File: src/rtl/mem_access_ctrl_pkg.sv
// Shared definitions for the memory access controller.
// Holds the CPU op encoding, response error codes, controller FSM state
// encoding, the default wait-for-ack limit and small op-decoding helpers.
package mem_access_ctrl_pkg;

    // CPU access op codes as presented on req_op.
    typedef enum logic [2:0] {
        OpLb  = 3'b000,
        OpLbu = 3'b001,
        OpLh  = 3'b010,
        OpLhu = 3'b011,
        OpLw  = 3'b100,
        OpSb  = 3'b101,
        OpSh  = 3'b110,
        OpSw  = 3'b111
    } op_e;

    // Response error codes as presented on rsp_err.
    typedef enum logic [1:0] {
        ErrOk         = 2'b00,
        ErrMisaligned = 2'b01,
        ErrTimeout    = 2'b10
    } rsp_err_e;

    // Controller FSM states.
    typedef enum logic [1:0] {
        StIdle  = 2'b00,
        StIssue = 2'b01,
        StResp  = 2'b10
    } state_e;

    // Default number of cycles mem_req is held waiting for mem_ack.
    localparam int unsigned TimeoutDefault = 16;

    function automatic logic is_store(input op_e op);
        return (op == OpSb) || (op == OpSh) || (op == OpSw);
    endfunction

    // Halfword ops need an even address, word ops a word-aligned one; byte ops never fault.
    function automatic logic is_misaligned(input op_e op, input logic [1:0] addr_lo);
        logic mis;
        case (op)
            OpLh, OpLhu, OpSh: mis = addr_lo[0];
            OpLw, OpSw:        mis = (addr_lo != 2'b00);
            default:           mis = 1'b0;
        endcase
        return mis;
    endfunction

endpackage

File: src/rtl/mem_access_ctrl_lane_align.sv
// Combinational byte-lane alignment for the memory access controller.
// Ports:
//   op       - captured access op
//   addr_lo  - low two address bits selecting the byte lane(s)
//   st_data  - right-justified store data
//   ld_word  - raw word returned by memory
//   be       - byte enables for the access (all lanes for loads)
//   st_word  - lane-replicated store data (0 for loads)
//   ld_data  - selected and sign/zero-extended load result
module mem_lane_align
    import mem_access_ctrl_pkg::*;
(
    input  op_e         op,
    input  logic [1:0]  addr_lo,
    input  logic [31:0] st_data,
    input  logic [31:0] ld_word,
    output logic [3:0]  be,
    output logic [31:0] st_word,
    output logic [31:0] ld_data
);

    logic [7:0]  byte_sel;
    logic [15:0] half_sel;

    always_comb begin
        byte_sel = ld_word[{addr_lo, 3'b000} +: 8];
        half_sel = addr_lo[1] ? ld_word[31:16] : ld_word[15:0];

        be      = 4'b1111;
        st_word = '0;
        ld_data = ld_word;

        case (op)
            OpLb:    ld_data = {{24{byte_sel[7]}}, byte_sel};
            OpLbu:   ld_data = {24'b0, byte_sel};
            OpLh:    ld_data = {{16{half_sel[15]}}, half_sel};
            OpLhu:   ld_data = {16'b0, half_sel};
            OpLw:    ld_data = ld_word;
            OpSb: begin
                be      = 4'b0001 << addr_lo;
                st_word = {4{st_data[7:0]}};
            end
            OpSh: begin
                be      = addr_lo[1] ? 4'b1100 : 4'b0011;
                st_word = {2{st_data[15:0]}};
            end
            OpSw:    st_word = st_data;
            default: ld_data = ld_word;
        endcase
    end

endmodule

File: src/rtl/mem_access_ctrl.sv
// Single-outstanding CPU-to-memory access controller.
// Accepts one load/store in IDLE, checks alignment, drives a word-aligned
// memory access until acknowledged or timed out, then returns a one-cycle
// response with extended load data and an error code.
// Ports:
//   clk, rst_n                          - clock, async active-low reset
//   req_valid/req_op/req_addr/req_wdata - CPU request (taken when req_ready)
//   req_ready                           - high only in IDLE
//   mem_req/mem_we/mem_be/mem_addr/mem_wdata - memory access, held during ISSUE
//   mem_ack/mem_rdata                   - memory completion and read word
//   rsp_valid/rsp_data/rsp_err          - one-cycle response
module mem_access_ctrl
    import mem_access_ctrl_pkg::*;
#(
    parameter int unsigned TIMEOUT = TimeoutDefault
) (
    input  logic        clk,
    input  logic        rst_n,
    input  logic        req_valid,
    input  logic [2:0]  req_op,
    input  logic [31:0] req_addr,
    input  logic [31:0] req_wdata,
    output logic        req_ready,
    output logic        mem_req,
    output logic        mem_we,
    output logic [3:0]  mem_be,
    output logic [31:0] mem_addr,
    output logic [31:0] mem_wdata,
    input  logic        mem_ack,
    input  logic [31:0] mem_rdata,
    output logic        rsp_valid,
    output logic [31:0] rsp_data,
    output logic [1:0]  rsp_err
);

    localparam int unsigned CntW = (TIMEOUT > 1) ? $clog2(TIMEOUT + 1) : 1;

    state_e          state_q, state_d;
    op_e             op_q, op_d;
    logic [31:0]     addr_q, addr_d;
    logic [31:0]     wdata_q, wdata_d;
    logic [CntW-1:0] cnt_q, cnt_d;
    logic [31:0]     rsp_data_q, rsp_data_d;
    logic [1:0]      rsp_err_q, rsp_err_d;

    logic [3:0]  lane_be;
    logic [31:0] lane_wdata;
    logic [31:0] lane_ldata;

    mem_lane_align u_lane_align (
        .op      (op_q),
        .addr_lo (addr_q[1:0]),
        .st_data (wdata_q),
        .ld_word (mem_rdata),
        .be      (lane_be),
        .st_word (lane_wdata),
        .ld_data (lane_ldata)
    );

    always_comb begin
        state_d    = state_q;
        op_d       = op_q;
        addr_d     = addr_q;
        wdata_d    = wdata_q;
        cnt_d      = cnt_q;
        rsp_data_d = rsp_data_q;
        rsp_err_d  = rsp_err_q;

        case (state_q)
            StIdle: begin
                if (req_valid) begin
                    op_d       = op_e'(req_op);
                    addr_d     = req_addr;
                    wdata_d    = req_wdata;
                    cnt_d      = '0;
                    rsp_data_d = '0;
                    if (is_misaligned(op_e'(req_op), req_addr[1:0])) begin
                        rsp_err_d = ErrMisaligned;
                        state_d   = StResp;
                    end else begin
                        rsp_err_d = ErrOk;
                        state_d   = StIssue;
                    end
                end
            end
            StIssue: begin
                if (mem_ack) begin
                    rsp_err_d  = ErrOk;
                    rsp_data_d = is_store(op_q) ? '0 : lane_ldata;
                    state_d    = StResp;
                end else if (cnt_q == CntW'(TIMEOUT - 1)) begin
                    // This is the TIMEOUT-th cycle without an ack: give up.
                    rsp_err_d  = ErrTimeout;
                    rsp_data_d = '0;
                    state_d    = StResp;
                end else begin
                    cnt_d = cnt_q + 1'b1;
                end
            end
            StResp:  state_d = StIdle;
            default: state_d = StIdle;
        endcase
    end

    always_ff @(posedge clk or negedge rst_n) begin
        if (!rst_n) begin
            state_q    <= StIdle;
            op_q       <= OpLb;
            addr_q     <= '0;
            wdata_q    <= '0;
            cnt_q      <= '0;
            rsp_data_q <= '0;
            rsp_err_q  <= ErrOk;
        end else begin
            state_q    <= state_d;
            op_q       <= op_d;
            addr_q     <= addr_d;
            wdata_q    <= wdata_d;
            cnt_q      <= cnt_d;
            rsp_data_q <= rsp_data_d;
            rsp_err_q  <= rsp_err_d;
        end
    end

    // Outputs decode straight from the state register so reset clears them at once.
    always_comb begin
        req_ready = (state_q == StIdle);
        mem_req   = (state_q == StIssue);
        mem_we    = mem_req && is_store(op_q);
        mem_be    = mem_req ? lane_be : 4'b0000;
        mem_addr  = mem_req ? {addr_q[31:2], 2'b00} : '0;
        mem_wdata = mem_req ? lane_wdata : '0;
        rsp_valid = (state_q == StResp);
        rsp_data  = rsp_valid ? rsp_data_q : '0;
        rsp_err   = rsp_valid ? rsp_err_q : 2'b00;
    end

endmodule

File: config.mk
export PLATFORM = sky130hd
export DESIGN_NAME = mem_access_ctrl
export DESIGN_NICKNAME = d
export VERILOG_FILES = /design/src/rtl/mem_access_ctrl_pkg.sv /design/src/rtl/mem_access_ctrl_lane_align.sv /design/src/rtl/mem_access_ctrl.sv
export SDC_FILE = /design/constraint.sdc
export NUM_CORES = 1
export LEC_CHECK = 0
export CORE_MARGIN = 3
export CORE_UTILIZATION = 45
export CTS_CLUSTER_DIAMETER = 50
export DETAILED_ROUTE_END_ITERATION = 12
export PLACE_DENSITY = 0.81
export REMOVE_ABC_BUFFERS = 1
export SLEW_MARGIN = 20
export SYNTH_ARGS = -nofsm -noshare
export SYNTH_HDL_FRONTEND = slang
export SYNTH_SLANG_ARGS = --single-unit
export TNS_END_PERCENT = 20
File: constraint.sdc
create_clock -name clk -period 2.2 [get_ports clk]
set_input_delay 0.44 -clock clk [delete_from_list [all_inputs] [get_ports clk]]
set_output_delay 0.44 -clock clk [all_outputs]
set_load 0.005 [all_outputs]
==> flow_summary.json, run 1 <==
{
  "tightestPinTransition_ns": 0.9014,
  "n_fill_cell": 895,
  "cts_buffers": 9,
  "slew_headroom_pct": 39.45,
  "die_area_um2": 14100,
  "grt_pass1_wl_mm": 27.09,
  "p_switching_uw": 3127,
  "combPwrFrac_pct": 45.4,
  "synthMuxAreaShare_pct": 18.62,
  "ant_nets": 0,
  "setup_violations": 8,
  "clock_sinks": 108,
  "yosysWarningCount": 0,
  "cts_hold_buf": 0,
  "grt_max_degree": 58,
  "final_cell_count_no_fill": 920,
  "hold_violations": 0,
  "boundaryPins": 209,
  "cp_num_buf_inv": 5,
  "fin_crit_ns": 2.239,
  "dr.pass1.iters": 4,
  "p_int_uw": 5935,
  "clock_latency_ns": 0.34,
  "die_h_um": 118.7,
  "postLayoutCoreUtil_pct": 70.99,
  "syn2layout_area_growth_pct": 51.59,
  "cpLargestDelayFamily": "buffers and inverters",
  "critPathSlowestCell": "dfrtp_1",
  "fmax_mhz": 446.6,
  "multi_input_area_um2": 2834,
  "synth_top_flop_cell": "dfrtp_1",
  "p_seq_share_pct": 36.3,
  "peakVddDrop_v": 0.0005248,
  "post-place-ws_ns": -0.09308,
  "critPathArrivalTime_ns": 1.80,
  "cap_violations": 0,
  "cp-end-kind": "output pin",
  "syn_area_um2": 5719,
  "vias": 4960,
  "path_clk_slew_ns": 0.07,
  "avgViaCountPerCell": 5.391,
  "htree_num_levels": 3,
  "fp-row-count": 40,
  "setup_slack_ns": -0.03926,
  "cts_tree": "done",
  "avgRoutedWirePerCell_um": 18.60,
  "clkPwrFrac_pct": 18.2,
  "post-route-period-util_pct": 101.8,
  "drt_iter0_drc": 280,
  "portBuffers": 206,
  "drt-total-wl_mm": 17.11,
  "diodes": 0,
  "power_leakage_uw": 0.004623,
  "ys_seq_area_share_pct": 47.25,
  "avgSynthCellArea_um2": 10.71,
  "worstSetupPathType": "reg -> out",
  "crit_path_max_fanout": 4,
  "power_uw": 9062,
  "synth_xor_area_share_pct": 0.1531,
  "power_density_nw_per_um2": 1045,
  "synth-seq-cells": 108,
  "register_area_um2": 2706,
  "overflow": 0,
  "grtUsageTotal_pct": 23.92,
  "setup_tns_ns": -0.1541,
  "placed_cells": 893,
  "synth_top_family_by_area": "multiplexers",
  "start_util_pct": 46.83,
  "hold_path.class": "in -> async",
  "grt_pass1_vias": 5109,
  "drive_gt1_share_pct": 15.56,
  "cts-root-buf": "clkbuf_16",
  "failed_checks": "negative setup slack",
  "synth_edf_count": 0,
  "cp.required_ns": 1.76,
  "async_flop_share_pct": 100.0,
  "fin_nets": 852,
  "core-area_um2": 12210,
  "yosys.area_share.adder_pct": 0.4375,
  "drc": 0,
  "rsz0062_at_grt": "yes",
  "antenna_found_initial": 0,
  "startpoint_type": "flop",
  "synth_compound_area_share_pct": 12.84,
  "worstPathCellList": "inv_2 -> nand2_4 -> inv_8 -> nand2_4 -> nor2_4 -> buf_6 -> buf_4 -> and2_1 -> clkdlybuf4s15_1",
  "p_sw_share_pct": 34.51,
  "hpwl_mm": 12.18,
  "maxSlewViolCount": 0,
  "gp_congestion": 0.8468,
  "clockBufferDepth": 2,
  "die_width_um": 118.7,
  "synthSimpleGateAreaFrac_pct": 16.04,
  "slowest_delay_ns": 0.39,
  "synth_cell_types": 52,
  "status": "complete, but fails checks",
  "path_common_cell": "nand2_4",
  "fin_skew_ns": 0.003429,
  "synth_cells": 534
}
-- cells in the mapped netlist (3+ instances only) --
| cell | number | area share, % |
|---|---|---|
| and2_1 | 72 | 7.9 |
| nor2_1 | 19 | 1.2 |
| mux2_1 | 58 | 11 |
| o21ai_1 | 15 | 1.3 |
| mux2_2 | 29 | 5.7 |
| buf_4 | 10 | 1.3 |
| nor2b_1 | 3 | 0.33 |
| inv_1 | 5 | 0.33 |
| a22o_1 | 3 | 0.46 |
| o21ai_0 | 15 | 1.3 |
| nand2_1 | 53 | 3.5 |
| nor4_1 | 5 | 0.55 |
| inv_2 | 3 | 0.20 |
| a221o_1 | 21 | 3.7 |
| a21oi_1 | 32 | 2.8 |
| nand2b_1 | 3 | 0.33 |
| clkbuf_1 | 11 | 0.72 |
| dfrtp_1 | 108 | 47 |
| a21boi_1 | 7 | 0.92 |
| nor2_2 | 3 | 0.33 |
| buf_2 | 18 | 1.6 |
-- through the flow --
step / area [um^2] / hold WS [ns]
finish: 8670 / 0.09563
global route: 8670 / 0.1134
floorplan: 5494 / 0.1444
detailed placement: 8031 / 0.4661
CTS: 8474 / 0.1056
global placement: 8031 / 0.4604
-- worst reg2reg max path: cells and delay by family (launching register included) --
kind | cells | cell delay, ns
flops | 1 | 0.42
buf+inv | 2 | 0.29
compound gates | 2 | 0.49
simple gates | 2 | 0.85
-- path summary, 6_finish.rpt --
path                             from        endpoint  slack (ns)  cells past startpoint
setup / recovery           state_q[1]    mem_wdata[0]       -0.04                      9
setup reg to reg              op_q[0]  rsp_data_q[19]        0.09                      6
min in group clk           addr_q[14]      addr_q[14]        0.48                      1
hold / removal                  rst_n      addr_q[10]         0.1                      1
max in group asynchronous       rst_n   rsp_data_q[0]        1.38                      2
hold reg to reg            addr_q[14]      addr_q[14]        0.48                      1
-- logic make-up after synthesis --
kind of cell    count (synthesis)
xor+xnor                        1
other cells                     1
fa+ha+maj                       2
mux                            92
buf+inv                        50
compound gates                109
flops                         108
simple gates                  171
-- state kept, by name, indices dropped and copies added, names as in the netlist --
| signal | flops |
|---|---|
| op_q | 3 |
| cnt_q | 5 |
| state_q | 2 |
| rsp_data_q | 32 |
| rsp_err_q | 2 |
| addr_q | 32 |
| wdata_q | 32 |
-- layout make-up --
| cell class | instances | area share [%] |
|---|---|---|
| timing repair buffer | 242 | 29.67 |
| multi-input combinational | 377 | 32.69 |
| sequential | 108 | 31.22 |
| inverter | 9 | 0.4763 |
| clock buffer | 13 | 3.002 |
| tap | 168 | 2.425 |
| clock inverter | 3 | 0.5196 |
-- cells in the final DEF, fill, tap and decap left out, types with 21 or more instances in the layout --
master / count
dfrtp_1: 105
buf_4: 21
a21oi_1: 26
mux2_1: 58
mux2_2: 26
dlygate4sd2_1: 21
clkdlybuf4s50_1: 116
nand2_1: 52
and2_1: 72
a221o_1: 21
dlymetal6s2s_1: 54
-- timing repair --
item,in CTS,in global routing
setup endpoints to repair,101,102
pin swaps,4,2
setup buffers,7,0
gates resized for setup,59,88
hold endpoints to repair,0,0
gates cloned,2,2
-- routing by layer --
layer	global-route usage [%]	up-vias	wire [um]	part of all wire, %
met5	0	-	0	0
met4	8.255	0	421	2.5
met3	7.416	36	1342	7.8
met2	40.14	214	8534	50
met1	29.18	2427	6813	40
li1	-	2283	-	-
-- power groups by stage --
stage | combinational (uW) | sequential [uW] | clock, uW
final | 4120 | 3290 | 1650
after global routing | 4490 | 3390 | 1750
after CTS | 4060 | 3270 | 1680
after detailed placement | 3840 | 3280 | 0
after global placement | 3720 | 3220 | 0
after floorplan | 2080 | 3260 | 0
(Power assumes the default switching activity.)
==> run 2: changes to the inputs <==
--- a/config.mk
+++ b/config.mk
@@ -11,6 +11,7 @@
 export DETAILED_ROUTE_END_ITERATION = 12
 export PLACE_DENSITY = 0.81
 export REMOVE_ABC_BUFFERS = 1
+export SKIP_CTS_REPAIR_TIMING = 1
 export SLEW_MARGIN = 20
 export SYNTH_ARGS = -nofsm -noshare
 export SYNTH_HDL_FRONTEND = slang
==> run 2 against run 1 <==
Net effect:
- the flow still finishes with violations (negative setup slack)
- worst setup slack worse by 0.24 ns
- combinational power down 3%
- non-clock buffer count down 7
- clock power about the same
- final cell count down 0.76%
- first-iteration DRC count up 18%
- wire length down 0.35%
- via count down 0.40%
- register-to-register slack worse by 0.10 ns
- critical path type unchanged
- critical endpoint is now mem_be[3]
- largest cell class unchanged
- largest power group unchanged
==> flow_summary.json, run 2 (synthesis gave the netlist of run 1 again) <==
{
  "startpoint_type": "flop",
  "cts_buffers": 9,
  "peakVddDrop_v": 0.0005182,
  "setup_slack_ns": -0.2817,
  "die_h_um": 118.7,
  "placed_area_um2": 8031,
  "ant_nets": 0,
  "gp_congestion": 0.8468,
  "final_cell_mix": "clkdlybuf4s50_1, dfrtp_1, dlymetal6s2s_1",
  "start_util_pct": 46.83,
  "syn2layout_area_growth_pct": 51.89,
  "hpwl_mm": 12.18,
  "post-route-period-util_pct": 112.8,
  "fin_crit_ns": 2.482,
  "core-area_um2": 12210,
  "die_area_um2": 14100,
  "fp-row-count": 40,
  "cts_tree": "done",
  "maxSlewViolCount": 0,
  "cp.required_ns": 1.76,
  "vias": 4940,
  "cap_violations": 0,
  "r2r_slack_ns": -0.01,
  "stdcell_area_um2": 8687,
  "worstSetupPathType": "reg -> out",
  "p_switching_uw": 3098,
  "hold_violations": 0,
  "p_seq_share_pct": 36.8,
  "status": "complete, but fails checks",
  "final_common_cell": "clkdlybuf4s50_1",
  "slew_headroom_pct": 36.85,
  "clockBufferDepth": 2,
  "clkPwrFrac_pct": 18.7,
  "htree_num_levels": 3,
  "rsz0062_at_grt": "yes",
  "combPwrFrac_pct": 44.5,
  "grt_pass1_wl_mm": 26.74,
  "fin_nets": 845,
  "drc": 0,
  "die_width_um": 118.7,
  "crit_path_max_fanout": 12,
  "cp-end-kind": "output pin",
  "fin_skew_ns": 0.004576,
  "power_uw": 8933,
  "antenna_found_initial": 0,
  "clock_latency_ns": 0.34,
  "avgViaCountPerCell": 5.411,
  "drt-total-wl_mm": 17.05,
  "drive_gt1_share_pct": 13.83,
  "grt_max_degree": 58,
  "grtUsageTotal_pct": 23.60,
  "reg_top3": "addr_q x32, rsp_data_q x32, wdata_q x32",
  "critPathArrivalTime_ns": 2.04,
  "cts-root-buf": "clkbuf_16",
  "grt_pass1_vias": 5042,
  "power_density_nw_per_um2": 1028,
  "p_sw_share_pct": 34.68,
  "clock_sinks": 108,
  "setup_violations": 16,
  "drt_iter0_drc": 330,
  "avgRoutedWirePerCell_um": 18.68,
  "portBuffers": 206,
  "dr.pass1.iters": 5,
  "overflow": 0,
  "tightestPinTransition_ns": 0.9402,
  "p_int_uw": 5835,
  "path_clk_slew_ns": 0.07,
  "hold_path.class": "in -> async",
  "diodes": 0,
  "failed_checks": "negative setup slack",
  "power_leakage_uw": 0.005016,
  "boundaryPins": 209,
  "fmax_mhz": 403.0
}
-- run 2: path summary, 6_finish.rpt --
check	start	endpoint	cells after the start
max in group asynchronous	rst_n	rsp_data_q[4]	2
max	op_q[0]	mem_be[3]	6
min	rst_n	addr_q[10]	1
max reg2reg	op_q[1]	rsp_data_q[19]	6
min in group clk	addr_q[14]	addr_q[14]	1
min reg2reg	addr_q[14]	addr_q[14]	1
-- run 2: cell type report --
type	instances	area, um^2
fill	881	3525
multi-input combinational	377	2825
sequential	108	2706
timing repair buffer	235	2604
clock buffer	13	260.3
tap	168	210.2
clock inverter	3	45.04
inverter	9	36.28
-- run 2: metrics by stage --
stage / instances / setup TNS (ns) / util [%] / hold slack, ns / worst slack, ns
floorplan: 494 / -312.97 / - / 0.1444 / -4.717
global placement: 893 / 0 / 65.77 / 0.4604 / 0.06228
detailed placement: 893 / -1.275 / 65.77 / 0.4661 / -0.09308
CTS: 909 / -18.81 / 68.27 / 0.1056 / -0.3374
global route: 913 / -4.303 / 71.14 / 0.1121 / -0.3382
finish: 913 / -1.716 / 71.14 / 0.08757 / -0.2817
-- run 2: metal layers --
layer | wire (um) | track usage [%]
met3 | 1327 | 7.321
met2 | 8505 | 39.22
met1 | 6843 | 29.15
met4 | 376 | 8.038
met5 | 0 | 0
-- run 2: worst max-delay path, stage by stage, from the launching register on --
cell and delay (ns):
dfrtp_1 0.39, buf_6 0.20, nand2b_4 0.15, a2bb2oi_1 0.19
nor2_1 0.07, nor2_1 0.16, clkdlybuf4s50_1 0.53
-- run 2: power by group through the flow --
| stage | Clock [uW] | Sequential (uW) | Combinational, uW |
|---|---|---|---|
| 3_3_place_gp | 0 | 3220 | 3720 |
| 4_1_cts | 1680 | 3250 | 3870 |
| 6_report | 1670 | 3290 | 3980 |
| 2_1_floorplan | 0 | 3260 | 2080 |
| 3_5_place_dp | 0 | 3280 | 3840 |
| 5_1_grt | 1760 | 3390 | 4340 |
==> run 3: changes to the inputs <==
--- a/config.mk
+++ b/config.mk
@@ -9,6 +9,7 @@
 export CORE_UTILIZATION = 45
 export CTS_CLUSTER_DIAMETER = 50
 export DETAILED_ROUTE_END_ITERATION = 12
+export HOLD_SLACK_MARGIN = 0.06
 export PLACE_DENSITY = 0.81
 export REMOVE_ABC_BUFFERS = 1
 export SKIP_CTS_REPAIR_TIMING = 1
==> results of run 3 <==
The final DEF is identical to that of run 2; final timing and power are the same.
